$ cat config.mk
export PLATFORM = sky130hd
export DESIGN_NAME = mem_port_arbiter
export DESIGN_NICKNAME = d
export VERILOG_FILES = /design/src/rtl/mem_port_arbiter.sv
export SDC_FILE = /design/constraint.sdc
export NUM_CORES = 1
export LEC_CHECK = 0
export ABC_AREA = 1
export BUFFER_PORTS_ARGS = -buffer_cell sky130_fd_sc_hd__buf_2
export CAP_MARGIN = 10
export CORE_AREA = 2 2 192 194
export DETAILED_ROUTE_END_ITERATION = 8
export DIE_AREA = 0 0 194 196
export SLEW_MARGIN = 20
export SYNTH_ARGS = -nofsm -noshare
export SYNTH_HDL_FRONTEND = slang
export SYNTH_SLANG_ARGS = --single-unit
$ cat constraint.sdc
create_clock -name clock -period 1.8 [get_ports clock]
set_input_delay 0.36 -clock clock [delete_from_list [all_inputs] [get_ports clock]]
set_output_delay 0.36 -clock clock [all_outputs]
set_load 0.01 [all_outputs]
$ cat src/rtl/mem_port_arbiter.sv
// Arbitrates one memory port between instruction fetch and data access; data access wins
// unless it has starved fetch for MAX_DM_STREAK grants. Optional watchdog: ARB_TIMEOUT_EN.
module mem_port_arbiter #(
    parameter int ADDR_W         = 64,
    parameter int DATA_W         = 64,
    parameter int MAX_DM_STREAK  = 4,
    parameter int TIMEOUT_CYCLES = 16
) (
    input  logic              clock,
    input  logic              reset_n,
    input  logic              if_req,
    input  logic [ADDR_W-1:0] if_addr,
    output logic              if_valid,
    output logic [31:0]       if_rdata,
    input  logic              dm_req,
    input  logic              dm_we,
    input  logic [ADDR_W-1:0] dm_addr,
    input  logic [DATA_W-1:0] dm_wdata,
    output logic              dm_valid,
    output logic [DATA_W-1:0] dm_rdata,
    output logic              mem_req,
    output logic              mem_we,
    output logic [ADDR_W-1:0] mem_addr,
    output logic [DATA_W-1:0] mem_wdata,
    input  logic              mem_ready,
    input  logic [DATA_W-1:0] mem_rdata,
    output logic              busy,
    output logic              err
);

    typedef enum logic [1:0] {
        IDLE    = 2'd0,
        BUSY_IF = 2'd1,
        BUSY_DM = 2'd2
    } state_t;

    localparam int                  STREAK_W   = $clog2(MAX_DM_STREAK + 1);
    localparam logic [STREAK_W-1:0] STREAK_MAX = STREAK_W'(MAX_DM_STREAK);

    state_t              state_r, state_s;
    logic [STREAK_W-1:0] streak_r, streak_s;
    logic                if_valid_s, dm_valid_s, mem_req_s, mem_we_s, busy_s, err_s;
    logic [31:0]         if_rdata_s;
    logic [DATA_W-1:0]   dm_rdata_s, mem_wdata_s;
    logic [ADDR_W-1:0]   mem_addr_s;
    logic                grant_block_s;

`ifdef ARB_TIMEOUT_EN
    localparam int                TO_W    = $clog2(TIMEOUT_CYCLES + 1);
    localparam logic [TO_W-1:0]   TO_LAST = TO_W'(TIMEOUT_CYCLES - 1);
    logic [TO_W-1:0] wd_r, wd_s;
    logic            to_if_r, to_if_s, to_dm_r, to_dm_s;
`endif

    // Next-state, grant decision and next values of every registered output
    always_comb begin
        state_s       = state_r;
        streak_s      = streak_r;
        mem_req_s     = mem_req;
        mem_we_s      = mem_we;
        mem_addr_s    = mem_addr;
        mem_wdata_s   = mem_wdata;
        if_valid_s    = 1'b0;
        if_rdata_s    = 32'h0;
        dm_valid_s    = 1'b0;
        dm_rdata_s    = '0;
        err_s         = 1'b0;
        grant_block_s = 1'b0;
`ifdef ARB_TIMEOUT_EN
        wd_s    = '0;
        to_if_s = 1'b0;
        to_dm_s = 1'b0;
        // A timed-out access reports one cycle after leaving BUSY; no grant meanwhile
        if (to_if_r || to_dm_r) begin
            grant_block_s = 1'b1;
            if_valid_s    = to_if_r;
            dm_valid_s    = to_dm_r;
            err_s         = 1'b1;
        end else begin
            grant_block_s = 1'b0;
        end
`endif
        case (state_r)
            IDLE: begin
                if (!grant_block_s && dm_req && (!if_req || (streak_r < STREAK_MAX))) begin
                    state_s     = BUSY_DM;
                    mem_req_s   = 1'b1;
                    mem_we_s    = dm_we;
                    mem_addr_s  = dm_addr;
                    mem_wdata_s = dm_wdata;
                    if (if_req) begin
                        streak_s = (streak_r == STREAK_MAX) ? streak_r : streak_r + STREAK_W'(1);
                    end else begin
                        streak_s = '0;
                    end
                end else if (!grant_block_s && if_req) begin
                    state_s     = BUSY_IF;
                    mem_req_s   = 1'b1;
                    mem_we_s    = 1'b0;
                    mem_addr_s  = if_addr;
                    mem_wdata_s = '0;
                    streak_s    = '0;
                end else begin
                    state_s = IDLE;
                end
            end
            BUSY_IF, BUSY_DM: begin
                if (mem_ready) begin
                    state_s   = IDLE;
                    mem_req_s = 1'b0;
                    if (state_r == BUSY_IF) begin
                        if_valid_s = 1'b1;
                        if_rdata_s = mem_rdata[31:0];
                    end else begin
                        dm_valid_s = 1'b1;
                        dm_rdata_s = mem_rdata;
                    end
                end else begin
`ifdef ARB_TIMEOUT_EN
                    if (wd_r == TO_LAST) begin
                        state_s   = IDLE;
                        mem_req_s = 1'b0;
                        to_if_s   = (state_r == BUSY_IF);
                        to_dm_s   = (state_r == BUSY_DM);
                    end else begin
                        wd_s = wd_r + TO_W'(1);
                    end
`else
                    state_s = state_r;
`endif
                end
            end
            default: begin
                state_s   = IDLE;
                mem_req_s = 1'b0;
            end
        endcase
        busy_s = (state_s != IDLE);
    end

    // FSM state register
    always_ff @(posedge clock or negedge reset_n) begin
        if (!reset_n) begin
            state_r <= IDLE;
        end else begin
            state_r <= state_s;
        end
    end

    // Streak counter and registered outputs
    always_ff @(posedge clock or negedge reset_n) begin
        if (!reset_n) begin
            streak_r  <= '0;
            if_valid  <= 1'b0;
            if_rdata  <= 32'h0;
            dm_valid  <= 1'b0;
            dm_rdata  <= '0;
            mem_req   <= 1'b0;
            mem_we    <= 1'b0;
            mem_addr  <= '0;
            mem_wdata <= '0;
            busy      <= 1'b0;
            err       <= 1'b0;
        end else begin
            streak_r  <= streak_s;
            if_valid  <= if_valid_s;
            if_rdata  <= if_rdata_s;
            dm_valid  <= dm_valid_s;
            dm_rdata  <= dm_rdata_s;
            mem_req   <= mem_req_s;
            mem_we    <= mem_we_s;
            mem_addr  <= mem_addr_s;
            mem_wdata <= mem_wdata_s;
            busy      <= busy_s;
            err       <= err_s;
        end
    end

`ifdef ARB_TIMEOUT_EN
    // Watchdog counter and pending-timeout flags
    always_ff @(posedge clock or negedge reset_n) begin
        if (!reset_n) begin
            wd_r    <= '0;
            to_if_r <= 1'b0;
            to_dm_r <= 1'b0;
        end else begin
            wd_r    <= wd_s;
            to_if_r <= to_if_s;
            to_dm_r <= to_dm_s;
        end
    end
`endif

endmodule

==> results.tsv, run 1 <==
metric	value	unit
run_status	completed	
grtUsageTotal	16.6	%
initial_util	26.6	%
wl	32800	um
comb_power_share	37.4	%
design.die.area	38000	um2
grt_pass1_vias	9135	
cts_buffers	26	
cell_area_after_synthesis	9610	um2
worst_ep_arrival_time	2.12	ns
synth_top_flop_cell	dfrtp_1	
core.rowCount	70	
synth.top_cells.by_count	nand2_1, dfrtp_1, nand3_1	
cts_post_setup_buffers_inserted	0	
clk_transition_reported_paths	0.06	ns
p_per_area	1560	nW/um2
setup_violations	0	
power.share.clock	25.5	%
route.detailed.drc	0	
detailroute.wirelength.met2	16100	um
final-hold-violation-count	0	
synth-async-reset-ratio	100	%
unrepaired_setup_endpoints_after_global_routing	no	
drt-vias-per-instance	4.40	
synthesis.yosys.warnings	0	
swShare	37.4	%
cp-end-kind	flop	
drv_slew	0	
whs	0.0323	ns
clockRootBuffer	clkbuf_16	
cell_with_the_largest_stage_delay_on_the_worst_path	dfrtp_1	
synth.area.top_cells	dfrtp_1, nand2_1, nand3_1	
finalWorstPathRequiredPeriod	1.67	ns
synthDominantAreaCellType	dfrtp_1	
clock_tree_from_tritoncts	built	
cts.path.max_buffers	3	
ys_ff_latch	234	
detail_route.wirelength.met1	13300	um
timing.setup.tns	0	ns
coreArea	36100	um2
startpoint_type	flop	
post-route-period-util	92.6	%
synth_sequential_area_ratio	60.9	%
total_power	21.7	mW
grt_start_max_net_pins	72	
clock.fmax	600	MHz
finalWeightedCongestion	0.825	
share_seq_of_total_power	37.1	%
placement.io_buffers	490	
dr_total_vias	9165	
nNetsFinal	1861	
cts.sinks	234	
htree_num_levels	1	
clock_latency	0.55	ns
slowest_delay	0.40	ns
dr.pass1.iters	5	
grt_remaining_overflow	0	
area.growth.synth_to_final	44.5	%
power.ir.vdd_worst	0.000861	V
netlist.area_leader.share	60.9	%
grt_antenna_before_repair	2	
synth.net_count	1369	
yosys.cell_count.top_type	nand2_1	
synth_enable_flop_cells	0	
floorplan.die.width	194	um
worst_ep_required_time	2.26	ns
pin_count	492	
post_route_cells_drive_above_1_share	36.0	%
tightest_hold_check_type	in -> reg	
leakage_power_figure	8.28	nW
overall_die_height	196	um
detailroute.wirelength.met3	2680	um
detailedRoute.firstIterationViolations	406	
dp_hpwl	24000	um
top_layer_used	met4	
setup.worst_path.class	reg -> reg	
antenna_left	0	
crit_path_frequent_cell	buf_4	
worst_clock_skew	0.0208	ns
power_switching	8.12	mW
timing.critical_path.cells	inv_1 -> ha_1 -> buf_4 -> nand3_2 -> buf_4 -> o21ai_0	
post_synth_inst_count	1101	
synth_cell_type_count	20	
maxCapViolations	0	
worst-path-max-fanout	24	
post_drt_wl_per_cell	15.8	um
internal_power	13.6	mW
synthesis.area_per_instance	8.73	um2
grt_pass1_wl	50200	um
[metal layers]
metal | track usage, % | up-vias
li1 | - | 4415
met1 | 20.1 | 4304
met2 | 28.4 | 397
met3 | 4.71 | 49
met4 | 5.30 | 0
met5 | 0 | -
[registers in the layout (all words and copies together) (netlist names)]
| register | flops |
|---|---|
| dm_rdata | 64 |
| streak_r | 3 |
| state_r | 2 |
| busy | 1 |
| dm_valid | 1 |
| mem_wdata | 64 |
| mem_req | 1 |
| if_valid | 1 |
| mem_addr | 64 |
| mem_we | 1 |
| if_rdata | 32 |
[cells by family after synthesis]
logic type / Yosys count / share of synthesized area, %
DFF: 234 / 60.9
and+or+nand+nor: 601 / 26.1
adders and majority gates: 6 / 0.781
buffers and inverters: 189 / 8.47
other: 1 / 0.0390
AOI/OAI and AO/OA: 70 / 3.64
[metrics by stage]
step | util, % | std cells | setup WS [ns] | instance area [um2]
2_1_floorplan | - | 1101 | 0.331 | 9610
3_3_place_gp | 35.4 | 2016 | 0.136 | 12800
3_5_place_dp | 35.4 | 2016 | 0.113 | 12800
4_1_cts | 38.5 | 2081 | 0.0430 | 13900
5_1_grt | 38.5 | 2082 | 0.00421 | 13900
6_report | 38.5 | 2084 | 0.133 | 13900
[worst max-delay path: cells and delay by family (launching register included)]
| kind | cells | cell delay [ns] |
|---|---|---|
| flops | 1 | 0.40 |
| fa+ha+maj | 1 | 0.32 |
| simple gates | 1 | 0.10 |
| compound gates | 1 | 0.20 |
| buf+inv | 3 | 0.53 |
[worst paths after layout]
kind	startpoint	to	slack, ns	cells past startpoint
max	state_r[1]	mem_wdata[45]	0.13	6
min	mem_rdata[60]	dm_rdata[60]	0.03	3
max reg2reg	state_r[1]	mem_wdata[45]	0.13	6
min reg2reg	mem_addr[28]	mem_addr[28]	0.50	2
max in group asynchronous	reset_n	mem_addr[41]	0.83	3
min in group asynchronous	reset_n	dm_rdata[59]	0.34	2
[final cells by class]
cell class,count,area [um2]
Fill cell,3701,22200
Sequential cell,234,5860
Timing Repair Buffer,542,3140
Multi-Input combinational cell,678,2970
Clock buffer,37,792
Tap cell,468,586
Inverter,111,417
Clock inverter,11,128
Antenna cell,3,7.51
[power by group through the flow]
stage / logic, mW / registers [mW] / clock network [mW]
6_report: 8.11 / 8.06 / 5.53
5_1_grt: 9.00 / 8.30 / 5.92
4_1_cts: 8.29 / 8.07 / 5.72
3_5_place_dp: 8.24 / 8.13 / 0
3_3_place_gp: 8.14 / 8.09 / 0
2_1_floorplan: 3.31 / 9.00 / 0
[cell usage in the layout (no fill, tap or decap)]
cell type / Yosys / layout
nand2_2: 1 / 3
clkbuf_8: 0 / 10
buf_2: 42 / 489
dfrtp_1: 234 / 234
nand2_4: 0 / 2
clkbuf_16: 0 / 26
nand4_1: 1 / 1
a21oi_1: 1 / 1
nand3_2: 0 / 1
clkbuf_1: 17 / 1
dlygate4sd3_1: 0 / 17
conb_1: 1 / 1
clkinv_2: 0 / 4
nand3b_1: 1 / 1
o21ai_1: 37 / 37
buf_4: 8 / 15
inv_2: 1 / 1
buf_6: 3 / 1
bufinv_16: 0 / 2
inv_1: 110 / 110
buf_8: 0 / 1
nor2_1: 98 / 98
buf_12: 0 / 19
or2_2: 1 / 1
o21ai_0: 32 / 32
nand2_1: 303 / 299
clkinv_8: 0 / 1
clkinv_4: 0 / 1
nand3_1: 196 / 195
clkinvlp_4: 0 / 3
ha_1: 6 / 6
diode_2: 0 / 3
[repair_timing]
item / CTS / global route
endpoints found under the hold margin: 56 / 0
gates resized for setup: 0 / 1
setup endpoints to repair: 0 / 45
hold buffers: 17 / 0
Power figures use the tool's default switching activity.
==> run 2: changes to the inputs <==
==> constraint.sdc (replaced) <==
create_clock -name clock -period 1.4 [get_ports clock]
set_input_delay 0.28 -clock clock [delete_from_list [all_inputs] [get_ports clock]]
set_output_delay 0.28 -clock clock [all_outputs]
set_load 0.01 [all_outputs]
==> run 2 against run 1 <==
Effect of this change: sequential share of layout area decreased by 6.5 points; count of clock-buffer cells in the layout decreased by 1; design area up 18%; highest routed layer is now met5; combinational power is 73% higher; sequential power up 30%; maximum frequency is 11% higher; the flow now finishes with violations (negative setup slack); cell count rose by 8.1%; die area did not move; global-route usage grew 0.91 points.
==> results.tsv, run 2 (same netlist as run 1, synthesis figures left out) <==
metric	value	unit
drv_slew	0	
antenna_left	0	
wl	39300	um
grt_pass1_wl	53500	um
cts.sinks	234	
finish.instance_area	16400	um2
dr_total_vias	10069	
floorplan.die.width	194	um
post-route-period-util	107	%
cp-end-kind	flop	
grt_remaining_overflow	0	
layout_common_cells	buf_2, nand2_1, dfrtp_1	
tightest_hold_check_type	in -> reg	
whs	0.0244	ns
nNetsFinal	2032	
p_per_area	1940	nW/um2
post_drt_wl_per_cell	17.4	um
grt_start_max_net_pins	81	
overall_die_height	196	um
initial_util	26.6	%
registers_with_the_highest_flip_flop_counts	dm_rdata: 64 flops, mem_addr: 64 flops, mem_wdata: 64 flops	
top_layer_used	met5	
worst_ep_required_time	1.82	ns
leakage_power_figure	9.37	nW
timing.setup.tns	-4.14	ns
startpoint_type	flop	
clock.fmax	668	MHz
detailroute.wirelength.met2	19700	um
drt-vias-per-instance	4.47	
cts.path.max_buffers	3	
grtUsageTotal	17.5	%
total_power	31.8	mW
grt_antenna_before_repair	3	
multi_input_comb_area	3560	um2
worst-path-max-fanout	8	
detail_route.wirelength.met1	15400	um
maxCapViolations	0	
pin_count	492	
placement.io_buffers	490	
dp_hpwl	24000	um
violations_in_the_final_reports	negative setup slack	
instances_no_fill	2253	
area.growth.synth_to_final	70.9	%
detailedRoute.firstIterationViolations	376	
setup_violations	149	
post_route_cells_drive_above_1_share	41.5	%
clk_transition_reported_paths	0.06	ns
route.detailed.drc	0	
clock_latency	0.54	ns
clockRootBuffer	clkbuf_16	
footprint_of_the_flip_flops_and_latches	5860	um2
layout_setup_ws	-0.0973	ns
run_status	finished, violations left	
power.ir.vdd_worst	0.00114	V
clock_tree_from_tritoncts	built	
unrepaired_setup_endpoints_after_global_routing	yes	
dr.pass1.iters	5	
layout_commonest_cell	buf_2	
postLayoutCoreUtil	45.5	%
worst_ep_arrival_time	1.92	ns
final-hold-violation-count	0	
finalWorstPathRequiredPeriod	1.50	ns
core.rowCount	70	
worst_slack_at_placement	-0.212	ns
coreArea	36100	um2
cts_buffers	26	
worst_clock_skew	0.0135	ns
number_of_instances_in_the_placed_design	2026	
setup.worst_path.class	reg -> reg	
finalWeightedCongestion	0.829	
design.die.area	38000	um2
htree_num_levels	1	
n_fill_cell	3367	
detailroute.wirelength.met3	3100	um
grt_pass1_vias	9828	
cell_area_after_placement	12900	um2
## run 2: changes by cell type in the layout (fill, tap and decap cells not counted), sizes merged
cell / before / now
buf: 525 / 570
bufinv: 2 / 4
clkbuf: 37 / 48
clkinvlp: 3 / 2
diode: 3 / 2
dlygate4sd3: 17 / 130
inv: 111 / 110
or2: 1 / 2
## run 2: what timing repair did
item	in CTS	in global routing
pin swaps	2	10
gates cloned	1	17
buffers inserted	8	22
endpoints found under the setup margin	228	247
endpoints found under the hold margin	228	0
hold buffers	130	0
gates resized for setup	27	182
## run 2: report_power, final
group,total [mW],switching (mW),internal (mW),leakage [nW]
Clock,7.35,2.85,4.51,0.454
Sequential,10.5,1.26,9.19,3.07
Combinational,14.0,7.91,6.09,5.84
Total,31.8,12.0,19.8,9.37
## run 2: routing by layer
layer  vias to the layer above  track usage (%)
met5                         -                0
met4                         2             6.48
met3                        80             5.23
met2                       433             29.7
met1                      4792             20.9
li1                       4762                -
## run 2: cell type report
type	instances	area share, %
Inverter	111	2.56
Clock buffer	36	4.62
Sequential cell	234	35.6
Multi-Input combinational cell	679	21.7
Antenna cell	2	0.0305
Timing Repair Buffer	712	30.9
Clock inverter	11	0.960
Tap cell	468	3.56
## run 2: worst max-delay path, cell delays in order, from the launching register on
cell and delay (ns):
dfrtp_1 0.39, inv_2 0.09, ha_4 0.21, nand2_4 0.09, clkinvlp_4 0.13, buf_12 0.16, clkbuf_16 0.18, nand2_4 0.06
nor2_1 0.05
## run 2: final timing paths
kind                                end         start  slack [ns]  cells past startpoint
hold / removal              mem_addr[5]    if_addr[5]        0.02                      5
hold reg to reg            mem_addr[39]  mem_addr[39]        0.51                      2
setup reg to reg           dm_rdata[61]    state_r[1]        -0.1                      8
setup / recovery           dm_rdata[61]    state_r[1]        -0.1                      8
max in group asynchronous      if_valid       reset_n        0.55                      3
min in group asynchronous  mem_addr[44]       reset_n        0.26                      2
==> run 3: changes to the inputs <==
--- a/config.mk
+++ b/config.mk
@@ -11,6 +11,8 @@
 export CORE_AREA = 2 2 192 194
 export DETAILED_ROUTE_END_ITERATION = 8
 export DIE_AREA = 0 0 194 196
+export HOLD_SLACK_MARGIN = 0.08
+export PLACE_DENSITY_LB_ADDON = 0.1
 export SLEW_MARGIN = 20
 export SYNTH_ARGS = -nofsm -noshare
 export SYNTH_HDL_FRONTEND = slang
==> constraint.sdc (replaced) <==
create_clock -name clock -period 1.7 [get_ports clock]
set_input_delay 0.34 -clock clock [delete_from_list [all_inputs] [get_ports clock]]
set_output_delay 0.34 -clock clock [all_outputs]
set_load 0.01 [all_outputs]
==> run 3 against run 2 <==
Effect of this change: the run now ends clean; core utilization fell by 3.1 points; setup slack improved by 0.29 ns; maximum frequency fell by 0.59%; critical path type unchanged; largest cell class unchanged; largest power group unchanged; highest routed layer is now met4.
==> results.tsv, run 3 (same netlist as run 1, synthesis figures left out) <==
metric	value	unit
run_status	completed	
final-hold-violation-count	0	
grtUsageTotal	18.2	%
worst_ep_arrival_time	1.97	ns
finish.instance_area	15300	um2
clock.fmax	664	MHz
layout_commonest_cell	buf_2	
post-route-period-util	88.6	%
wl	35500	um
dp_hpwl	24900	um
pin_count	492	
core.rowCount	70	
cell_with_the_largest_stage_delay_on_the_worst_path	dfrtp_1	
worst-path-max-fanout	33	
dr.pass1.iters	5	
n_fill_cell	3702	
route.detailed.drc	0	
registers_with_the_highest_flip_flop_counts	dm_rdata: 64 flops, mem_addr: 64 flops, mem_wdata: 64 flops	
power.ir.vdd_worst	0.000780	V
placement.io_buffers	490	
clock_latency	0.54	ns
slowest_delay	0.36	ns
clockRootBuffer	clkbuf_16	
finalWorstPathRequiredPeriod	1.51	ns
nNetsFinal	2002	
setup_violations	0	
cell_area_after_placement	12900	um2
tightest_hold_check_type	in -> reg	
grt_pass1_wl	55100	um
cts_buffers	29	
cts.sinks	234	
timing.setup.tns	0	ns
grt_use_met1	22.6	%
grt_pass1_vias	9763	
detailedRoute.firstIterationViolations	386	
cts.path.max_buffers	3	
coreArea	36100	um2
drv_slew	0	
post_drt_wl_per_cell	16.0	um
p_per_area	1550	nW/um2
multi_input_comb_area	2980	um2
worst_clock_skew	0.0189	ns
critical_path_buf_inv_count	2	
unrepaired_setup_endpoints_after_global_routing	no	
post_route_cells_drive_above_1_share	33.1	%
grt.met2_usage	30.5	%
clk_transition_reported_paths	0.06	ns
startpoint_type	flop	
maxCapViolations	0	
clock_tree_from_tritoncts	built	
area.growth.synth_to_final	59.3	%
setup.worst_path.class	reg -> reg	
layout_common_cells	buf_2, nand2_1, dfrtp_1	
n_diodes	0	
grt_antenna_before_repair	0	
timing.critical_path.cells	inv_1 -> ha_4 -> nand2_1 -> or2_2 -> buf_12 -> nor2_1	
antenna_left	0	
leakage_power_figure	8.88	nW
grt_start_max_net_pins	66	
overall_die_height	196	um
global_route.peak_usage_layer	met2	
dr_total_vias	9512	
floorplan.die.width	194	um
timing.critical_path.max_delay_family	simple AND/OR/NAND/NOR gates	
cts_post_setup_buffers_inserted	0	
cp-end-kind	flop	
footprint_of_the_flip_flops_and_latches	5860	um2
met3_usage	4.90	%
initial_util	26.6	%
drt-vias-per-instance	4.29	
design.die.area	38000	um2
finalWeightedCongestion	0.778	
htree_num_levels	1	
grt_remaining_overflow	0	
total_power	23.7	mW
worst_ep_required_time	2.16	ns
## run 3: layer usage
metal | wire length (um) | vias up
met5 | 0 | -
met4 | 1220 | 0
met3 | 2760 | 59
met2 | 16900 | 353
met1 | 14600 | 4416
li1 | - | 4684
## run 3: where the power goes
group	leakage [nW]	internal, mW	switching, mW
clock network	0.442	3.61	2.35
logic	5.37	3.68	5.59
registers	3.07	7.57	0.927
## run 3: timing repair
action,CTS,global route
endpoints found under the setup margin,1,14
gates resized for setup,1,2
endpoints found under the hold margin,219,0
gates cloned,0,0
hold buffers,150,0
## run 3: worst paths after layout
| path | from | end | slack [ns] | cells past startpoint |
|---|---|---|---|---|
| worst min register to register | mem_addr[8] | mem_addr[8] | 0.50 | 2 |
| worst min-delay path | if_addr[32] | mem_addr[32] | 0.11 | 5 |
| worst max register to register | state_r[1] | dm_rdata[18] | 0.19 | 6 |
| min in group asynchronous | reset_n | mem_addr[52] | 0.34 | 2 |
| worst max-delay path | state_r[1] | dm_rdata[18] | 0.19 | 6 |
| max in group asynchronous | reset_n | mem_wdata[44] | 0.74 | 3 |
## run 3: through the flow
step	std cells	utilization, %	setup WS, ns	hold WS [ns]
5_1_grt	2218	42.4	0.0566	0.100
2_1_floorplan	1101	-	0.231	0.0444
6_report	2218	42.4	0.194	0.112
3_5_place_dp	2021	35.7	0.00813	0.290
4_1_cts	2218	42.4	0.0542	0.0801
3_3_place_gp	2021	35.7	0.0410	0.287
## run 3: layout make-up
class | count | share of cell area [%]
Clock buffer | 41 | 5.36
Clock inverter | 6 | 0.539
Inverter | 111 | 2.72
Multi-Input combinational cell | 678 | 19.5
Sequential cell | 234 | 38.2
Tap cell | 468 | 3.82
Timing Repair Buffer | 680 | 29.8
## run 3: worst min-delay path: stages
cell     delay, ns
buf_2         0.08
nand2_1       0.04
nand2_1       0.05
nand2_1       0.05
nand2_1       0.05
